--- src/rtl/key_filter.sv ---
// key_filter: four independent push-button debouncers producing press, release,
// long-press pulses and a debounced held level per key.
module key_filter #(
  parameter int CNT_20MS = 1_000_000,
  parameter int CNT_LONG = 50_000_000
) (
  input  logic       clk,
  input  logic       rstn,
  input  logic [3:0] key,
  output logic [3:0] key_flag,
  output logic [3:0] key_rel,
  output logic [3:0] key_state,
  output logic [3:0] key_long
);

  localparam int FW = (CNT_20MS > 1) ? $clog2(CNT_20MS) : 1;
  localparam int HW = (CNT_LONG > 1) ? $clog2(CNT_LONG) : 1;

  localparam logic [FW-1:0] FILT_MAX  = FW'(CNT_20MS - 1);
  localparam logic [FW-1:0] FILT_ONE  = FW'(1);
  localparam logic [FW-1:0] FILT_ZERO = {FW{1'b0}};
  localparam logic [HW-1:0] HOLD_MAX  = HW'(CNT_LONG - 1);
  localparam logic [HW-1:0] HOLD_PRE  = HW'(CNT_LONG - 2);
  localparam logic [HW-1:0] HOLD_ONE  = HW'(1);
  localparam logic [HW-1:0] HOLD_ZERO = {HW{1'b0}};

  typedef enum logic [1:0] {
    IDLE    = 2'd0,
    FILT_DN = 2'd1,
    DOWN    = 2'd2,
    FILT_UP = 2'd3
  } state_t;

  logic [3:0]    key_r0;
  logic [3:0]    key_r1;
  logic [3:0]    key_s;
  state_t        state_r    [4];
  logic [FW-1:0] filt_cnt_r [4];
  logic [HW-1:0] hold_cnt_r [4];

  assign key_s = key_r1;

  // Two-flop synchronizer; resets to the released (high) level so reset never looks like a press.
  always_ff @(posedge clk or negedge rstn) begin
    if (!rstn) begin
      key_r0 <= 4'b1111;
      key_r1 <= 4'b1111;
    end else begin
      key_r0 <= key;
      key_r1 <= key_r0;
    end
  end

  // Per-key debounce FSM with filter/hold counters and registered outputs.
  always_ff @(posedge clk or negedge rstn) begin
    if (!rstn) begin
      key_flag  <= 4'b0000;
      key_rel   <= 4'b0000;
      key_state <= 4'b0000;
      key_long  <= 4'b0000;
      for (int i = 0; i < 4; i++) begin
        state_r[i]    <= IDLE;
        filt_cnt_r[i] <= FILT_ZERO;
        hold_cnt_r[i] <= HOLD_ZERO;
      end
    end else begin
      for (int i = 0; i < 4; i++) begin
        key_flag[i] <= 1'b0;
        key_rel[i]  <= 1'b0;
        key_long[i] <= 1'b0;
        case (state_r[i])
          IDLE: begin
            key_state[i]  <= 1'b0;
            filt_cnt_r[i] <= FILT_ZERO;
            if (!key_s[i]) begin
              state_r[i] <= FILT_DN;
            end else begin
              state_r[i] <= IDLE;
            end
          end
          FILT_DN: begin
            key_state[i] <= 1'b0;
            if (key_s[i]) begin
              state_r[i]    <= IDLE;
              filt_cnt_r[i] <= FILT_ZERO;
            end else if (filt_cnt_r[i] == FILT_MAX) begin
              state_r[i]    <= DOWN;
              filt_cnt_r[i] <= FILT_ZERO;
              hold_cnt_r[i] <= HOLD_ZERO;
              key_flag[i]   <= 1'b1;
              key_state[i]  <= 1'b1;
            end else begin
              filt_cnt_r[i] <= filt_cnt_r[i] + FILT_ONE;
            end
          end
          DOWN: begin
            key_state[i] <= 1'b1;
            if (key_s[i]) begin
              state_r[i]    <= FILT_UP;
              filt_cnt_r[i] <= FILT_ZERO;
            end else begin
              state_r[i] <= DOWN;
            end
            // Saturating hold count; the long pulse fires only on the step into the top value.
            if (hold_cnt_r[i] != HOLD_MAX) begin
              hold_cnt_r[i] <= hold_cnt_r[i] + HOLD_ONE;
              if (hold_cnt_r[i] == HOLD_PRE) begin
                key_long[i] <= 1'b1;
              end else begin
                key_long[i] <= 1'b0;
              end
            end else begin
              hold_cnt_r[i] <= HOLD_MAX;
            end
          end
          FILT_UP: begin
            key_state[i] <= 1'b1;
            if (!key_s[i]) begin
              state_r[i]    <= DOWN;
              filt_cnt_r[i] <= FILT_ZERO;
            end else if (filt_cnt_r[i] == FILT_MAX) begin
              state_r[i]    <= IDLE;
              filt_cnt_r[i] <= FILT_ZERO;
              key_rel[i]    <= 1'b1;
              key_state[i]  <= 1'b0;
            end else begin
              filt_cnt_r[i] <= filt_cnt_r[i] + FILT_ONE;
            end
          end
          default: begin
            state_r[i]    <= IDLE;
            filt_cnt_r[i] <= FILT_ZERO;
            hold_cnt_r[i] <= HOLD_ZERO;
            key_state[i]  <= 1'b0;
          end
        endcase
      end
    end
  end

endmodule

--- config.mk ---
export PLATFORM = sky130hd
export DESIGN_NAME = key_filter
export DESIGN_NICKNAME = d
export VERILOG_FILES = /design/src/rtl/key_filter.sv
export SDC_FILE = /design/constraint.sdc
export NUM_CORES = 1
export LEC_CHECK = 0
export BUFFER_PORTS_ARGS = -buffer_cell sky130_fd_sc_hd__buf_4
export CORE_MARGIN = 2
export CORE_UTILIZATION = 40
export CTS_CLUSTER_DIAMETER = 120
export DETAILED_ROUTE_END_ITERATION = 10
export HOLD_SLACK_MARGIN = 0.03
export SETUP_SLACK_MARGIN = 0.3
export SYNTH_ARGS = -nofsm -noshare
export SYNTH_HDL_FRONTEND = slang
export SYNTH_SLANG_ARGS = --single-unit
export TNS_END_PERCENT = 20
--- constraint.sdc ---
create_clock -name clk -period 4.6 [get_ports clk]
set_input_delay 0.92 -clock clk [delete_from_list [all_inputs] [get_ports clk]]
set_output_delay 0.92 -clock clk [all_outputs]
set_load 0.02 [all_outputs]
# After elaboration in Yosys (flattened, before gate mapping)
# Index checks and enable logic that the tools add are counted.
# op_classes
n_addsub	8
n_eq_ne	44
mux	108
n_reduce_logical	16
# ops
operator	count
$mux W20	16
$pmux W20 S4	4
$mux W26	12
$pmux W26 S2	4
$add A26 B1 Y26 const B	4
$eq A26 B26 Y1 const B	4
$ne A26 B26 Y1 const B	4
$add A20 B1 Y20 const B	4
$eq A20 B20 Y1 const B	4
$mux W1	48
$mux W2	16
$pmux W2 S4	4
$ne A2 B2 Y1 const B	12
$ne A3 B3 Y1 const B	8
$eq A2 B2 Y1 const B	8
$pmux W1 S4	4
$reduce_and A3 Y1	4
$eq A2 B1 Y1 const B	4
$logic_not A2 Y1	4
$reduce_and A2 Y1	4
$reduce_bool A2 Y1	4
# word_totals
regBits	216
inputBits	6
output_inout_bits	16
word_cells	194

# Depth between registers and ports, before layout
# Gate-level depths: netlist (run 1).
# depth
ltp_word	4
ltp_mapped	8
depth_no_buf	6

# Least setup slack after synthesis (run 1)
# Ideal clock, no wire load.
# synth_timing
path_type	register to register
startpoint	reg filt_cnt_r[15] (netlist bit)
endpoint	reg hold_cnt_r[10] (netlist bit)
setup_ps	124
t_arrival_ps	2116
required_ps	4476
path_slack_ps	2360
path_stages_with_launch	6
n_path_buf	0
synth_period_minus_slack_ps	2240
cell_sequence	dfrtp_1 -> or4b_1 -> or4_4 -> nor4_4 -> nor2_2 -> a211o_1
# synth_between
elab_chain_cells	3
# synth_lines
element	line	source
start, declared	38	logic [FW-1:0] filt_cnt_r [4];
start signal, assigned by index	93	filt_cnt_r[i] <= filt_cnt_r[i] + FILT_ONE;
start signal, assigned by index	127	filt_cnt_r[i] <= filt_cnt_r[i] + FILT_ONE;
$eq A20 B20 Y1	86	end else if (filt_cnt_r[i] == FILT_MAX) begin
$ne A2 B2 Y1 (no source line)	-	
$reduce_and A3 Y1 (no source line)	-	
end signal, assigned by index	106	hold_cnt_r[i] <= hold_cnt_r[i] + HOLD_ONE;
end, declared	39	logic [HW-1:0] hold_cnt_r [4];
# Every way passes these cells.
# A chain may end at the register's enable or synchronous reset.

# Worst setup path in the final report (run 1)
# layout_timing
startpoint	reg filt_cnt_r[15] (netlist bit)
endpoint	reg hold_cnt_r[8] (netlist bit)
# Same word-level chain as after synthesis.

==> key figures, run 1 <==
Status
  • Status: finished clean

Detailed routing
  • Routed wire length: 26.2 mm
  • Drt wl/cell: 15.3 um
  • Starting DRT DRC Count: 605
  • Via count: 9,748
  • Vias per inst: 5.69
  • Routed Antenna Nets: 0
  • Post-route DRC violation count: 0
  • Drt pass-1 iters: 5

STA
  • Final Hold Fails: 0
  • Hold Slack: 355 ps
  • Max-slew headroom: 21.7%
  • PnR worst setup slack: 1640 ps
  • Clk_skew: 8.67 ps
  • Period Utilization, post-route: 64.4%
  • Worst-Margin Slew: 1170 ps
  • RSZ-0062 raised after global routing: false
  • Tmin final: 2960 ps
  • FMAX: 0.337 GHz
  • Setup_tns: 0 ps
  • # setup viols final: 0
  • Slew Limit Fails: 0

Setup path
  • Arrival time worst endpoint: 3360 ps
  • R2R cell count: 5
  • Critical Path Sink: hold_cnt_r[8]$_DFFE_PN0P_
  • Critical Setup Path Class: reg2reg
  • Startpoint types: register
  • Critical path peak fanout: 16
  • CP Launch Point: filt_cnt_r[15]$_DFFE_PN0P_
  • Setup slack, reg-to-reg: 1640 ps
  • FF-to-FF End: hold_cnt_r[8]$_DFFE_PN0P_
  • CP endpoint kind: register
  • R2r startpoint: filt_cnt_r[15]$_DFFE_PN0P_
  • WP data required: 5000 ps

Placed design
  • Global placer's final weighted congestion: 0.838
  • Pre-CTS WS: 1640 ps
  • Number of port buffers: 21
  • DP Cell Count: 1,664
  • Detail Placement HPWL: 17.3 mm

Logic synthesis
  • Synth async-reset ratio: 100%
  • Ys Warns: 0
  • Seq/Total Area, Yosys: 46.5%
  • Post-synthesis cell area: 11,700 um2
  • Top cells by count, synth: 208 x dfrtp_1, 118 x nor2_1, 114 x nand2_1, 97 x o21ai_0, 70 x nand4_1
  • Number of synthesized flops with an enable pin: 0
  • Synth Flop Type: dfrtp_1
  • Synth area leaders: dfrtp_1 45%, o21ai_0 4.2%, nor2_1 3.8%, nand4_1 3.8%, nand2_1 3.7%
  • Top cell type's share of synthesized area: 44.7%
  • Mapped Cells: 1,298
  • Top cell type by total area after synthesis: dfrtp_1
  • Register bit total from synthesis: 216
  • Synth Net Count: 1,316
  • Syn_area_per_cell: 8.98 um2
  • Netlist cell types: 68
  • Top-count cell post-synth: dfrtp_1

Final layout
  • Area growth from synthesis to layout: 12.7%
  • Fill count: 2,774
  • Layout cell share with drive strength beyond 1: 7.68%
  • Antenna fix cells: 0
  • NumNets Final: 1,326
  • Post-route insts no fill: 1,712

CTS
  • Max clock buf depth: 3
  • Post-CTS Setup Repair Bufs: 0
  • Hold-fix buffers at CTS: 0
  • CTS Buf Count: 26
  • Clock tree sinks: 216
  • CTS tree: built
  • Clk_lat worst skew: 520 ps
  • Post-CTS sizing: 0
  • CTS H-tree depth: 1
  • Clock-pin slew reported for the worst setup and hold paths after clock tree synthesis: 60 ps
  • Root buffer cell: clkbuf_16

Min path
  • HP Start: key_r0[0]$_DFF_PN1_
  • HP Class: reg2reg

Global routing
  • GRT Total Usage: 17.3%
  • First-pass GRT wire length: 45.6 mm
  • Largest net degree at the start of global routing: 93
  • Vias in the first global route: 9,438
  • Initial antenna violation count: 0
  • Global-route congestion overflow total: 0

Power
  • PwrDens: 321 nW/um2
  • Leakage: 5.29 nW
  • Worst IR Drop VDD: 0.000239 V

Floorplanning
  • Num rows: 62
  • Die height: 175 um
  • Chip width: 175 um
  • Die footprint: 30,500 um2
  • Core ar.: 28,700 um2
  • Initial Utilization: 40.6%
  • Io pins: 22

Job
  • Max Cap Violations: 0
## power by group
group          switching (mW)  internal, mW
clock                   0.802          1.41
sequential             0.0140          1.91
combinational          0.0597        0.0177
total                   0.875          3.34
## sequential cells by signal, summed over array words and instances (netlist names), named ones only
name	cells
key_r0	4
key_long	4
key_rel	4
state_r	4
key_flag	4
filt_cnt_r	80
key_r1	4
key_state	4
hold_cnt_r	104
## critical path, stage by stage (launching register included)
cell and delay (ps):
dfrtp_1 440, or4b_1 560, or4_4 450, nor4_4 780, nor2_2 250, a211o_1 360
## how the worst min path moves through the flow
stage	slack, ps	cells after the start	end
detailed placement	350	0	key_r1[3]$_DFF_PN1_
finish	360	0	key_r1[0]$_DFF_PN1_
global placement	350	0	key_r1[1]$_DFF_PN1_
global route	360	0	key_r1[0]$_DFF_PN1_
CTS	360	0	key_r1[3]$_DFF_PN1_
floorplan	350	0	key_r1[0]$_DFF_PN1_
## layout by cell type, fill, tap and decap left out, drive strengths merged, types with 9 or more instances in the layout
| cell | count |
|---|---|
| a21oi | 64 |
| nor3 | 59 |
| and3 | 41 |
| nor2 | 119 |
| xor2 | 20 |
| a211o | 9 |
| nand2 | 114 |
| or4 | 10 |
| buf | 30 |
| or3 | 14 |
| nor4 | 35 |
| and2 | 14 |
| nand2b | 19 |
| nor4b | 9 |
| a31oi | 51 |
| and4 | 14 |
| clkbuf | 35 |
| xnor2 | 37 |
| mux2i | 9 |
| nand4 | 70 |
| inv | 40 |
| nand3 | 63 |
| o21ai | 98 |
| ha | 12 |
| dfrtp | 208 |
## metal layers
metal	global-route usage, %	share of wire [%]
met1	24.6	49
met2	28.1	46
met3	2.20	3.7
met4	3.89	1.7
met5	0	0
## metrics by stage
stage               util (%)  cell area, um2  power, mW
floorplan                  -           11700       1.99
global placement        42.5           12200       2.04
detailed placement      42.5           12200       2.04
CTS                     45.7           13100       4.29
global route            45.7           13100       4.39
finish                  45.7           13100       4.22
## cells by family (layout without fill, tap and decap cells)
family	Yosys count	count (layout)	share of synthesized area, %
AOI/OAI and AO/OA	297	297	15.7
and+or+nand+nor	618	618	28.5
muxes	10	10	0.870
DFF	216	216	46.5
xor gates and xnor gates	57	57	4.28
adders and majority gates	12	12	1.29
buffers and inverters	88	118	2.89
## area by class of cell
cell class	count	area (um2)	share of cell area (%)
clock inverters	13	195	1.49
clock buffers	35	746	5.68
flip-flops and latches	216	5420	41.2
well taps	384	480	3.66
multi-input cells	994	5900	44.9
repair buffers	30	245	1.87
inverters	40	150	1.14
No activity file was read; power rests on OpenSTA's default activity.
==> run 2: changes to the inputs <==
- clock period: 4.6 -> 2.8 ns (I/O delays scaled with it)
==> key figures, run 2 (synthesis gave the netlist of run 1 again) <==
Detailed routing
  • Routed Antenna Nets: 0 (unchanged)
  • DR WL met2: 12.1 mm (+0.39%)
  • Starting DRT DRC Count: 738 (+22%)
  • Vias per inst: 5.70 (+0.14%)
  • Via count: 9,944 (+2.0%)
  • Routed wire length: 26.8 mm (+2.0%)
  • Drt wl/cell: 15.3 um (+0.14%)
  • DR top layer: met4
  • Met3 wire len: 955 um (-1.1%)
  • Post-route DRC violation count: 0 (unchanged)
  • Drt pass-1 iters: 5 (unchanged)
  • Metal1 wirelength: 13.2 mm (+3.6%)

Job
  • Max Cap Violations: 0 (unchanged)

STA
  • PnR worst setup slack: 369 ps (-1270 ps)
  • Tmin final: 2430 ps (-533 ps)
  • Max-slew headroom: 42.1% (+20 points)
  • Worst-Margin Slew: 866 ps (-302 ps)
  • RSZ-0062 raised after global routing: true
  • Hold Slack: 137 ps (-218 ps)
  • Final Hold Fails: 0 (unchanged)
  • # setup viols final: 0 (unchanged)
  • Setup_tns: 0 ps (unchanged)
  • Period Utilization, post-route: 86.8% (+22 points)
  • Clk_skew: 10.7 ps (+2.04 ps)
  • Slew Limit Fails: 0 (unchanged)
  • FMAX: 0.411 GHz (+22%)

Placed design
  • Pre-CTS WS: 338 ps (-1300 ps)
  • Detail Placement HPWL: 18.1 mm (+4.7%)
  • Global placer's final weighted congestion: 0.878 (+4.8%)
  • DP Cell Count: 1,695 (+1.9%)
  • Number of port buffers: 21 (unchanged)

CTS
  • Root buffer cell: clkbuf_16
  • Clock-pin slew reported for the worst setup and hold paths after clock tree synthesis: 60 ps (about the same)
  • Max clock buf depth: 3 (unchanged)
  • CTS tree: built
  • Post-CTS Setup Repair Bufs: 0 (unchanged)
  • CTS Buf Count: 26 (unchanged)
  • Clk_lat worst skew: 520 ps (about the same)
  • CTS H-tree depth: 1 (unchanged)
  • Clock tree sinks: 216 (unchanged)

Floorplanning
  • Die footprint: 30,500 um2 (unchanged)
  • Io pins: 22 (unchanged)
  • Core ar.: 28,700 um2 (unchanged)
  • Num rows: 62 (unchanged)
  • Initial Utilization: 40.6% (unchanged)
  • Chip width: 175 um (unchanged)
  • Die height: 175 um (unchanged)

Global routing
  • Vias in the first global route: 9,424 (-0.15%)
  • Largest net degree at the start of global routing: 73 (-22%)
  • First-pass GRT wire length: 46.5 mm (+2.0%)
  • Initial antenna violation count: 0 (unchanged)
  • GRT Total Usage: 17.8% (+0.57 points)
  • Global-route congestion overflow total: 0 (unchanged)

Power
  • Worst IR Drop VDD: 0.000531 V (+120%)
  • PwrDens: 509 nW/um2 (+58%)
  • Leakage: 5.44 nW (+3.0%)

Final layout
  • Layout cell share with drive strength beyond 1: 9.93% (+2.2 points)
  • Area growth from synthesis to layout: 14.8%
  • Top reg by flops: hold_cnt_r
  • Commonest cells after routing, fill and taps aside: 208 x dfrtp_1, 118 x nor2_1, 114 x nand2_1, 97 x o21ai_0, 70 x nand4_1
  • Largest registers: hold_cnt_r x104, filt_cnt_r x80
  • Antenna fix cells: 0 (unchanged)
  • Fill count: 2,770 (-0.14%)
  • Commonest non-fill, non-tap cell in the layout: dfrtp_1
  • Max reg flops: 104 (unchanged)
  • Post-route insts no fill: 1,744 (+1.9%)
  • NumNets Final: 1,358 (+2.4%)

Setup path
  • Critical path peak fanout: 15 (-1)
  • Critical Setup Path Class: reg2reg
  • Arrival time worst endpoint: 2840 ps (-520 ps)
  • WP data required: 3210 ps (-1790 ps)
  • CP endpoint kind: register
  • Startpoint types: register

Status
  • Status: finished clean

Min path
  • HP Class: in2reg
==> run 2: path summary, 6_finish.rpt <==
check | slack [ps] | endpoint | cells after the start | startpoint
min | 140 | key_r0[2]$_DFF_PN1_ | 1 | key[2]
max in group asynchronous | 1500 | key_r1[2]$_DFF_PN1_ | 3 | rstn
max | 370 | hold_cnt_r[20]$_DFFE_PN0P_ | 6 | filt_cnt_r[15]$_DFFE_PN0P_
min in group asynchronous | 600 | hold_cnt_r[57]$_DFFE_PN0P_ | 2 | rstn
min reg2reg | 350 | key_r1[3]$_DFF_PN1_ | 0 | key_r0[3]$_DFF_PN1_
max reg2reg | 370 | hold_cnt_r[20]$_DFFE_PN0P_ | 6 | filt_cnt_r[15]$_DFFE_PN0P_
==> run 2: cell type report <==
type	instances	area (um2)	share of cell area (%)
Multi-Input combinational cell	994	5910	44.2
Sequential cell	216	5420	40.5
Clock buffer	40	815	6.09
Timing Repair Buffer	62	513	3.84
Tap cell	384	480	3.59
Inverter	40	150	1.12
Clock inverter	8	90.1	0.674
==> run 2: worst max-delay path, cell delays in order (launching register included) <==
cell and delay, ps:
dfrtp_1 430, or4b_1 540, or4_4 450, nor4_4 270, buf_4 270, o21ai_0 120
a22o_1 230
==> run 2: what timing repair did <==
item,4_1_cts,5_1_grt
hold endpoints to repair,6,0
hold buffers,1,0
endpoints found under the setup margin,0,38
resized for setup,0,2
==> run 2: per-layer routing <==
layer  global-route usage [%]  up-vias
li1                         -     4927
met1                     26.3     4814
met2                     27.9      170
met3                     2.20       33
met4                     4.44        0
met5                        0        -
==> run 2: where the power goes <==
part           switching (mW)  internal (mW)
sequential             0.0227           3.14
clock                    1.32           2.17
combinational           0.101         0.0411
==> run 2: metrics by stage <==
step | utilization, % | area [um2] | power, mW
floorplan | - | 11700 | 3.26
detailed placement | 43.4 | 12400 | 3.37
finish | 46.6 | 13400 | 6.80
CTS | 46.6 | 13400 | 6.91
global route | 46.6 | 13400 | 7.07
global placement | 43.4 | 12400 | 3.37
